`src/rtl/prga_encrypt_if.sv`:
```
// Handshake and memory-port bundle for the ARC4 encrypt keystream engine.
// slave = engine side, master = memories/controller side.
interface prga_encrypt_if;
  logic       en;
  logic       rdy;
  logic [7:0] s_addr;
  logic [7:0] s_rddata;
  logic [7:0] s_wrdata;
  logic       s_wren;
  logic [7:0] pt_addr;
  logic [7:0] pt_rddata;
  logic [7:0] ct_addr;
  logic [7:0] ct_wrdata;
  logic       ct_wren;

  modport slave (
    input  en, s_rddata, pt_rddata,
    output rdy, s_addr, s_wrdata, s_wren, pt_addr, ct_addr, ct_wrdata, ct_wren
  );

  modport master (
    output en, s_rddata, pt_rddata,
    input  rdy, s_addr, s_wrdata, s_wren, pt_addr, ct_addr, ct_wrdata, ct_wren
  );
endinterface

```
`src/rtl/prga_encrypt.sv`:
```
// ARC4 keystream engine: encrypts a length-prefixed PT buffer into CT using a
// pre-scheduled S-box, six cycles per byte over a single S port.
module prga_encrypt (
  input  logic            clk,
  input  logic            rst_n,
  prga_encrypt_if.slave   bus
);

  typedef enum logic [3:0] {
    IDLE, LEN_REQ, LEN_WR, I_RD, J_RD, SWAP_I, SWAP_J, PAD_RD, XOR_WR
  } state_e;

  state_e     state_q, state_d;
  logic [7:0] i_q, i_d, j_q, j_d, k_q, k_d, len_q, len_d, si_q, si_d, sj_q, sj_d;

  always_ff @(posedge clk) begin
    if (!rst_n) begin
      state_q <= IDLE;
      i_q     <= '0;
      j_q     <= '0;
      k_q     <= '0;
      len_q   <= '0;
      si_q    <= '0;
      sj_q    <= '0;
    end else begin
      state_q <= state_d;
      i_q     <= i_d;
      j_q     <= j_d;
      k_q     <= k_d;
      len_q   <= len_d;
      si_q    <= si_d;
      sj_q    <= sj_d;
    end
  end

  always_comb begin
    state_d = state_q;
    i_d     = i_q;
    j_d     = j_q;
    k_d     = k_q;
    len_d   = len_q;
    si_d    = si_q;
    sj_d    = sj_q;
    case (state_q)
      IDLE: if (bus.en) begin
        i_d     = '0;
        j_d     = '0;
        k_d     = 8'd1;
        state_d = LEN_REQ;
      end
      LEN_REQ: state_d = LEN_WR;
      LEN_WR: begin
        len_d   = bus.pt_rddata;
        state_d = (bus.pt_rddata == 8'd0) ? IDLE : I_RD;
      end
      I_RD: begin
        i_d     = i_q + 8'd1;
        state_d = J_RD;
      end
      J_RD: begin
        si_d    = bus.s_rddata;
        j_d     = j_q + bus.s_rddata;
        state_d = SWAP_I;
      end
      SWAP_I: begin
        sj_d    = bus.s_rddata;
        state_d = SWAP_J;
      end
      SWAP_J: state_d = PAD_RD;
      PAD_RD: state_d = XOR_WR;
      // Compare before increment so L=255 finishes without k wrapping.
      XOR_WR: if (k_q == len_q) begin
        state_d = IDLE;
      end else begin
        k_d     = k_q + 8'd1;
        state_d = I_RD;
      end
      default: state_d = IDLE;
    endcase
  end

  always_comb begin
    bus.rdy       = 1'b0;
    bus.s_addr    = '0;
    bus.s_wrdata  = '0;
    bus.s_wren    = 1'b0;
    bus.pt_addr   = '0;
    bus.ct_addr   = '0;
    bus.ct_wrdata = '0;
    bus.ct_wren   = 1'b0;
    case (state_q)
      IDLE:    bus.rdy = 1'b1;
      LEN_REQ: bus.pt_addr = 8'd0;
      LEN_WR: begin
        bus.ct_addr   = 8'd0;
        bus.ct_wrdata = bus.pt_rddata;
        bus.ct_wren   = 1'b1;
      end
      I_RD:    bus.s_addr = i_q + 8'd1;
      J_RD:    bus.s_addr = j_q + bus.s_rddata;
      // i==j needs no special case: both writes store the same byte.
      SWAP_I: begin
        bus.s_addr   = i_q;
        bus.s_wrdata = bus.s_rddata;
        bus.s_wren   = 1'b1;
      end
      SWAP_J: begin
        bus.s_addr   = j_q;
        bus.s_wrdata = si_q;
        bus.s_wren   = 1'b1;
      end
      PAD_RD: begin
        bus.s_addr  = si_q + sj_q;
        bus.pt_addr = k_q;
      end
      XOR_WR: begin
        bus.ct_addr   = k_q;
        bus.ct_wrdata = bus.s_rddata ^ bus.pt_rddata;
        bus.ct_wren   = 1'b1;
      end
      default: ;
    endcase
  end

endmodule

```
`src/flat_wrapper.sv`:
```
// flat-port wrapper written by rule: the top's interface ports become plain ports
module prga_encrypt_flat 
  (clk, rst_n, bus_en, bus_s_rddata, bus_pt_rddata, bus_rdy, bus_s_addr, bus_s_wrdata, bus_s_wren, bus_pt_addr, bus_ct_addr, bus_ct_wrdata, bus_ct_wren);
  prga_encrypt_if bus_i ();
  input  logic clk;
  input  logic rst_n;
  input wire logic [$bits(bus_i.en)-1:0] bus_en;
  input wire logic [$bits(bus_i.s_rddata)-1:0] bus_s_rddata;
  input wire logic [$bits(bus_i.pt_rddata)-1:0] bus_pt_rddata;
  output wire logic [$bits(bus_i.rdy)-1:0] bus_rdy;
  output wire logic [$bits(bus_i.s_addr)-1:0] bus_s_addr;
  output wire logic [$bits(bus_i.s_wrdata)-1:0] bus_s_wrdata;
  output wire logic [$bits(bus_i.s_wren)-1:0] bus_s_wren;
  output wire logic [$bits(bus_i.pt_addr)-1:0] bus_pt_addr;
  output wire logic [$bits(bus_i.ct_addr)-1:0] bus_ct_addr;
  output wire logic [$bits(bus_i.ct_wrdata)-1:0] bus_ct_wrdata;
  output wire logic [$bits(bus_i.ct_wren)-1:0] bus_ct_wren;
  assign bus_i.en = bus_en;
  assign bus_i.s_rddata = bus_s_rddata;
  assign bus_i.pt_rddata = bus_pt_rddata;
  assign bus_rdy = bus_i.rdy;
  assign bus_s_addr = bus_i.s_addr;
  assign bus_s_wrdata = bus_i.s_wrdata;
  assign bus_s_wren = bus_i.s_wren;
  assign bus_pt_addr = bus_i.pt_addr;
  assign bus_ct_addr = bus_i.ct_addr;
  assign bus_ct_wrdata = bus_i.ct_wrdata;
  assign bus_ct_wren = bus_i.ct_wren;
  prga_encrypt u_core (.clk(clk), .rst_n(rst_n), .bus(bus_i));
endmodule
```
`config.mk`:
```
export PLATFORM = sky130hd
export DESIGN_NAME = prga_encrypt_flat
export DESIGN_NICKNAME = d
export VERILOG_FILES = /design/src/rtl/prga_encrypt_if.sv /design/src/rtl/prga_encrypt.sv /design/src/flat_wrapper.sv
export SDC_FILE = /design/constraint.sdc
export NUM_CORES = 1
export LEC_CHECK = 0
export BUFFER_PORTS_ARGS = -buffer_cell sky130_fd_sc_hd__clkbuf_2
export CAP_MARGIN = 5
export CORE_ASPECT_RATIO = 1.75
export CORE_MARGIN = 10
export CORE_UTILIZATION = 50
export CTS_BUF_LIST = sky130_fd_sc_hd__clkbuf_16
export DETAILED_ROUTE_END_ITERATION = 8
export PLACE_DENSITY = 0.88
export SLEW_MARGIN = 5
export SYNTH_ARGS = -nofsm -noshare
export SYNTH_HDL_FRONTEND = slang
export SYNTH_SLANG_ARGS = --single-unit
```
`constraint.sdc`:
```
create_clock -name clk -period 2 [get_ports clk]
set_clock_uncertainty 0.2 [all_clocks]
set_input_delay 0 -clock clk [delete_from_list [all_inputs] [get_ports clk]]
set_output_delay 0 -clock clk [all_outputs]
set_load 0.01 [all_outputs]
```
==> results of run 1 <==
==> synthesized netlist by cell type (6+ instances only) <==
cell      instances
and2_1           17
ha_1             16
o21ai_0          31
nand2_1         108
dfxtp_1          52
a211oi_1         13
clkbuf_1         13
nor3_1            6
xor2_1           14
buf_2             8
nor2_1           25
a21oi_1          47
xnor2_1          12
==> power breakdown <==
group          leakage (nW)  internal (mW)  total (mW)  switching (mW)
logic                  1.85          0.323       0.673           0.351
registers             0.426           1.06        1.09          0.0330
clock network        0.0736          0.463       0.878           0.415
==> flip-flops by register name, indices dropped and copies added (netlist names) <==
name and cells:
u_core.i_q 8, u_core.j_q 8, u_core.k_q 8, u_core.len_q 8
u_core.si_q 8, u_core.sj_q 8, u_core.state_q 4
==> final timing paths <==
kind	end	slack (ps)	startpoint	cells past startpoint
hold reg to reg	u_core.sj_q[7]$_SDFFE_PN0P_	270	u_core.sj_q[7]$_SDFFE_PN0P_	2
setup reg to reg	u_core.j_q[4]$_SDFFE_PN0P_	-340	u_core.j_q[0]$_SDFFE_PN0P_	11
hold / removal	u_core.j_q[1]$_SDFFE_PN0P_	110	bus_s_rddata[1]	4
setup / recovery	bus_s_addr[6]	-480	u_core.j_q[0]$_SDFFE_PN0P_	8
==> metal layers <==
metal / vias to the layer above / routed length, um
met5: - / 0
met2: 286 / 7360
li1: 1968 / -
met1: 2084 / 4540
met3: 97 / 1120
met4: 0 / 1120
==> per-stage QoR <==
step / power [mW] / setup TNS [ps] / hold WS, ps / setup slack, ps / utilization
detailed placement: 1.59 / -848 / 72.2 / -263 / 0.641
floorplan: 1.37 / -9.53 / -111 / -9.53 / -
finish: 2.64 / -2640 / 105 / -478 / 0.777
global placement: 1.57 / -459 / 69.3 / -182 / 0.641
global route: 2.74 / -3920 / 122 / -499 / 0.777
CTS: 2.52 / -2120 / 104 / -452 / 0.737
==> worst reg2reg max path, delay by kind of cell, from the launching register on <==
kind                     cells  cell delay, ps
AND/OR/NAND/NOR              1             110
XOR/XNOR                     1             140
adder cells (fa/ha/maj)      2             550
flip-flops                   1             330
buffers and inverters        4             550
AO/OA/AOI/OAI                3             390
==> what timing repair did <==
action | CTS | global route
setup buffers | 14 | 17
endpoints found under the setup margin | 36 | 23
hold buffers | 19 | 0
endpoints found under the hold margin | 34 | 0
pin swaps | 28 | 15
resized for setup | 55 | 59
==> final cells by class <==
cell class,instances,area [um^2]
inverter,4,15.0
clock buffer,5,125
clock inverter,3,18.8
sequential,52,1070
tap,84,105
fill,436,1520
multi-input combinational,386,2660
timing repair buffer,181,1300
==> logic make-up after synthesis <==
logic type | after synthesis | synth area share
simple gates | 205 | 0.291
xor+xnor | 26 | 0.0656
fa+ha+maj | 18 | 0.0692
buf+inv | 25 | 0.0299
mux | 2 | 0.00577
compound gates | 135 | 0.239
flops | 52 | 0.300
==> results by group, run 1 <==
STA
  • Final Slew Violations: 0
  • Tmin final: 2480 ps
  • RSZ-0062 raised after global routing: true
  • Endpoints failing setup: 10
  • Final WS setup: -478 ps
  • Final hold vios: 0
  • Slew HR: 0.611
  • Period utilization: 1.24
  • Fmax: 404 MHz
  • Slew at the pin closest to its max-slew limit: 581 ps

Synthesis
  • Gate count after technology mapping: ~460
  • Post-Syn Nets: 500
  • Yosys warning count: 0
  • Post-synthesis sequential area ratio: 0.300
  • Leading area contributor after synthesis: dfxtp_1
  • Number of synthesized flops with an enable pin: 0
  • Unique cell type count in the Yosys netlist: 52
  • Syn avg cell area: 7.50 um^2
  • Top-area cell type share of the netlist area: 0.300
  • Ys flop type: dfxtp_1
  • Synth area leaders: dfxtp_1 30%, nand2_1 12%, a21oi_1 6.8%, ha_1 5.8%, o21ai_0 4.5%
  • Register bit count reported by yosys: 52
  • Syn Std Cell Area: between 3000 and 4000 um^2
  • Fraction of registers with async set/reset: 0

Run
  • Max-cap violations: 0

Critical path
  • Biggest cell delay along the critical path: ~380 ps
  • Critical path peak fanout: 2
  • WP data required: 1800 ps
  • CP Capture Type: primary output
  • Worst Setup Start Kind: register
  • WP buf/inv: 1
  • Worst-path cell with the longest stage delay: fa_2
  • Critical path class: register to primary output
  • CP top delay family: compound AO/OA/AOI/OAI gates
  • Worst EP arrival: roughly 2300 ps
  • Worst path cell trace: ha_4 > fa_2 > a211oi_2 > o21bai_1 > mux2i_1 > a311oi_2 > o311ai_2 > buf_2

Drt
  • DRT Pass-1 Iters: 5
  • Vias: 4435
  • DRC viols: 0
  • Total routed wirelength: 14.1 mm
  • 1st-iter DRT viols: 382
  • Vias/cell: 6.20
  • Routed len/inst: 19.8 um
  • Post-route ant nets: 0

Clock tree
  • Root buffer cell: clkbuf_16
  • Htree depth: 2
  • Clk Latency, worst-skew pair: 310 ps
  • Clk sink count: 52
  • Max clock buf depth: 2
  • Reg clk slew, reported paths: approximately 60 ps
  • CTS tree: done
  • Num CTS Buffers: 5

Placed design
  • Gpl congestion: approximately 0.96
  • PortBufs: between 60 and 70
  • Dpl cell area: 4360 um^2
  • Placed insts: 659
  • Hpwl dp: 8.93 mm

Floorplanning
  • Core Rows: 40
  • Die height: roughly 130 um
  • DIE AREA: 10800 um^2
  • Effective utilization at floorplan: 0.510
  • Core ar.: between 6000 and 7000 um^2
  • Horiz. Die Dim: 83.0 um
  • I/O Pins: 62

Status
  • Status: finished, violations left
  • Failing checks: negative setup slack

Cells and area
  • Ant. Diodes: 0
  • Fin nets: 667
  • Commonest non-fill, non-tap cell in the layout: nand2_1
  • Non-filler cells, final: 715
  • Layout cell share with drive strength beyond 1: 0.379
  • Most frequent cells in the layout: 107 x nand2_1, 91 x buf_4, 48 x clkbuf_2
  • Final instance area: about 5300 um^2
  • P&R area growth vs syn: 52.3%

Global route
  • First-pass GRT wire length: between 20 and 25 mm
  • Total grt overflow: 0
  • Number of global-route vias before repair: about 4300
  • Met2 usage: 0.420
  • Met3 Resource Use GR: 0.0568
  • Met1 global-route usage: 0.213
  • GRT Util Overall: 0.230
  • GRT busiest layer: met2
  • Initial antenna violation count: 0
  • Largest net degree at the start of global routing: 25

Hold path
  • Worst Hold Class: primary input to register

Pwr
  • PwrDens: around 500 nW/um^2
  • Peak VDD IR: 0.000834 V
  • Total leakage power: 2.35 nW
Note: power is estimated with default switching activity, not from simulation.
==> run 2, diff against run 1 <==
--- a/config.mk
+++ b/config.mk
@@ -8,7 +8,6 @@
 export BUFFER_PORTS_ARGS = -buffer_cell sky130_fd_sc_hd__clkbuf_2
 export CAP_MARGIN = 5
 export CORE_ASPECT_RATIO = 1.75
-export CORE_MARGIN = 10
 export CORE_UTILIZATION = 50
 export CTS_BUF_LIST = sky130_fd_sc_hd__clkbuf_16
 export DETAILED_ROUTE_END_ITERATION = 8
==> run 2 against run 1 <==
  * The run still ends with negative setup slack left
  * Register-to-register slack better by 200 ps
  * Worst hold slack improved by 8.5 ps
  * Sequential share of layout area grew 0.61 points
  * Clock-buffer cell count is the same
  * Sequential power hardly changed
  * Non-clock buffer count is 21 lower
  * Highest routed layer unchanged
==> results by group, run 2 (same netlist as run 1, synthesis figures left out) <==
Critical path
  • Worst path cell trace: ha_4 > fa_2 > a211oi_2 > o21bai_1 > a21oi_1 > xor2_1 > o311ai_2 > buf_2
  • Critical path peak fanout: 2 (unchanged)
  • WP buf/inv: 1 (unchanged)
  • WP data required: 1800 ps (about the same)
  • CP Capture Type: primary output
  • Critical path class: register to primary output
  • Worst-path cell with the longest stage delay: fa_2
  • Worst Setup Start Kind: register
  • Biggest cell delay along the critical path: 370 ps (about the same)
  • CP top delay family: compound AO/OA/AOI/OAI gates
  • Worst EP arrival: 2320 ps (+40 ps)

Drt
  • Post-route ant nets: 0 (unchanged)
  • Vias/cell: 6.50 (+4.8%)
  • Total routed wirelength: 14.2 mm (+0.47%)
  • 1st-iter DRT viols: 458 (+20%)
  • DRT Pass-1 Iters: 6 (+1)
  • DRC viols: 0 (unchanged)
  • Vias: 4504 (+1.6%)
  • Routed len/inst: 20.5 um (+3.7%)

STA
  • Final hold vios: 0 (unchanged)
  • Endpoints failing setup: 20 (+10)
  • Period utilization: 1.26 (+0.0189)
  • Slew at the pin closest to its max-slew limit: 764 ps (+183 ps)
  • Fmax: 398 MHz (-1.5%)
  • Tmin final: 2520 ps (+37.8 ps)
  • RSZ-0062 raised after global routing: true
  • Final WS setup: -516 ps (-37.8 ps)
  • Final Slew Violations: 0 (unchanged)
  • Hold_ws: 114 ps (+8.52 ps)
  • Setup TNS Final: -2970 ps (-332 ps)
  • Slew HR: 0.490 (-0.121)

Floorplanning
  • DIE AREA: 7290 um^2 (-33%)
  • Core ar.: 6640 um^2 (-2.5%)
  • I/O Pins: 62 (unchanged)
  • Effective utilization at floorplan: 0.523 (+0.0131)
  • Horiz. Die Dim: 65.0 um (-22%)
  • Die height: 112 um (-14%)
  • Core Rows: 39 (-2.5%)

Pwr
  • PwrDens: 519 nW/um^2 (+3.9%)
  • Clock share of power: 0.330 (-0.002)
  • Switch Pwr: 0.823 mW (+3.1%)
  • Logic pwr share: 0.254 (about the same)
  • Seq pwr share: 0.416 (+0.003)
  • Int Pwr: 1.83 mW (-0.84%)
  • Total leakage power: 2.23 nW (-4.8%)
  • Peak VDD IR: 0.000519 V (-38%)
  • Switching Share: 0.310 (+0.00821)

Clock tree
  • Max clock buf depth: 2 (unchanged)
  • Clk sink count: 52 (unchanged)
  • Root buffer cell: clkbuf_16
  • Num CTS Buffers: 5 (unchanged)
  • CTS tree: done
  • Clk Latency, worst-skew pair: 300 ps (about the same)
  • Reg clk slew, reported paths: 70 ps (about the same)
  • Htree depth: 2 (unchanged)

Cells and area
  • Seq. cell area: 1060 um^2 (-0.47%)
  • Multi-input logic area: 2630 um^2 (-1.2%)
  • Most frequent cells in the layout: 105 x nand2_1, 67 x buf_4, 48 x clkbuf_2
  • # fillers: 423 (-3.0%)
  • P&R area growth vs syn: 47.2%
  • Commonest non-fill, non-tap cell in the layout: nand2_1
  • Fin nets: 646 (-3.1%)
  • Layout cell share with drive strength beyond 1: 0.348 (-0.0312)

Hold path
  • Worst Hold Class: primary input to register

Global route
  • Number of global-route vias before repair: 4061 (-6.0%)
  • Largest net degree at the start of global routing: 25 (unchanged)
  • Total grt overflow: 0 (unchanged)
  • Initial antenna violation count: 1 (+1)
  • First-pass GRT wire length: 18.6 mm (-10%)
  • GRT Util Overall: 0.330 (+0.100)

Placed design
  • Post-place setup slack: -211 ps (+51.7 ps)
  • Hpwl dp: 8.14 mm (-8.8%)
  • Gpl congestion: 0.982 (+2.5%)
  • PortBufs: 61 (unchanged)

Status
  • Failing checks: negative setup slack
  • Status: finished, violations left

Run
  • Max-cap violations: 0 (unchanged)
## run 2: changes by cell type in the layout (fill, tap and decap cells not counted), sizes merged
cell | previous run | this run
buf | 114 | 93
diode | 0 | 1
## run 2: layer usage
metal  up-vias  track usage  share of wire
met5         -            0              0
met4         0        0.276          0.093
met3       128       0.0691          0.081
met2       322        0.588           0.50
met1      2124        0.309           0.32
li1       1930            -              -
## run 2: cell type report
cell class / count / share of cell area
clock buffers: 5 / 0.0245
multi-input cells: 386 / 0.514
diodes: 1 / 0.000490
repair buffers: 160 / 0.226
clock inverters: 3 / 0.00367
inverters: 4 / 0.00294
flip-flops and latches: 52 / 0.208
well taps: 82 / 0.0201
## run 2: worst paths after layout
path / startpoint / end / slack, ps / depth (start not counted)
hold / removal: bus_s_rddata[1] / u_core.j_q[1]$_SDFFE_PN0P_ / 110 / 4
hold reg to reg: u_core.len_q[5]$_SDFFE_PN0P_ / u_core.len_q[5]$_SDFFE_PN0P_ / 280 / 2
setup / recovery: u_core.si_q[0]$_SDFFE_PN0P_ / bus_s_addr[6] / -520 / 8
setup reg to reg: u_core.j_q[0]$_SDFFE_PN0P_ / u_core.j_q[6]$_SDFFE_PN0P_ / -140 / 8
## run 2: power by group through the flow
| stage | clock [mW] | sequential [mW] | combinational, mW |
|---|---|---|---|
| 2_1_floorplan | 0 | 1.10 | 0.268 |
| 3_3_place_gp | 0 | 1.12 | 0.439 |
| 3_5_place_dp | 0 | 1.12 | 0.457 |
| 4_1_cts | 0.867 | 1.10 | 0.497 |
| 5_1_grt | 0.918 | 1.11 | 0.708 |
| 6_report | 0.875 | 1.10 | 0.673 |
## run 2: worst reg2reg max path, cell delays in order (launching register included)
cell      delay, ps
dfxtp_2         340
ha_4            170
fa_2            360
a211oi_2        180
o21bai_1        110
mux2i_1         180
a311oi_2        290
buf_4           170
a21oi_2          40
## run 2: timing repair
item,CTS,global route
buffers inserted,2,14
setup endpoints to repair,36,54
hold buffers,19,0
pin swaps,17,23
gates resized for setup,26,83
endpoints found under the hold margin,33,0
## run 2: through the flow
stage / util / instances / instance area (um^2) / power [mW]
2_1_floorplan: - / 463 / 3490 / 1.37
6_report: 0.770 / 693 / 5110 / 2.65
3_3_place_gp: 0.650 / 649 / 4310 / 1.56
5_1_grt: 0.769 / 692 / 5100 / 2.73
3_5_place_dp: 0.650 / 649 / 4310 / 1.58
4_1_cts: 0.716 / 678 / 4750 / 2.46
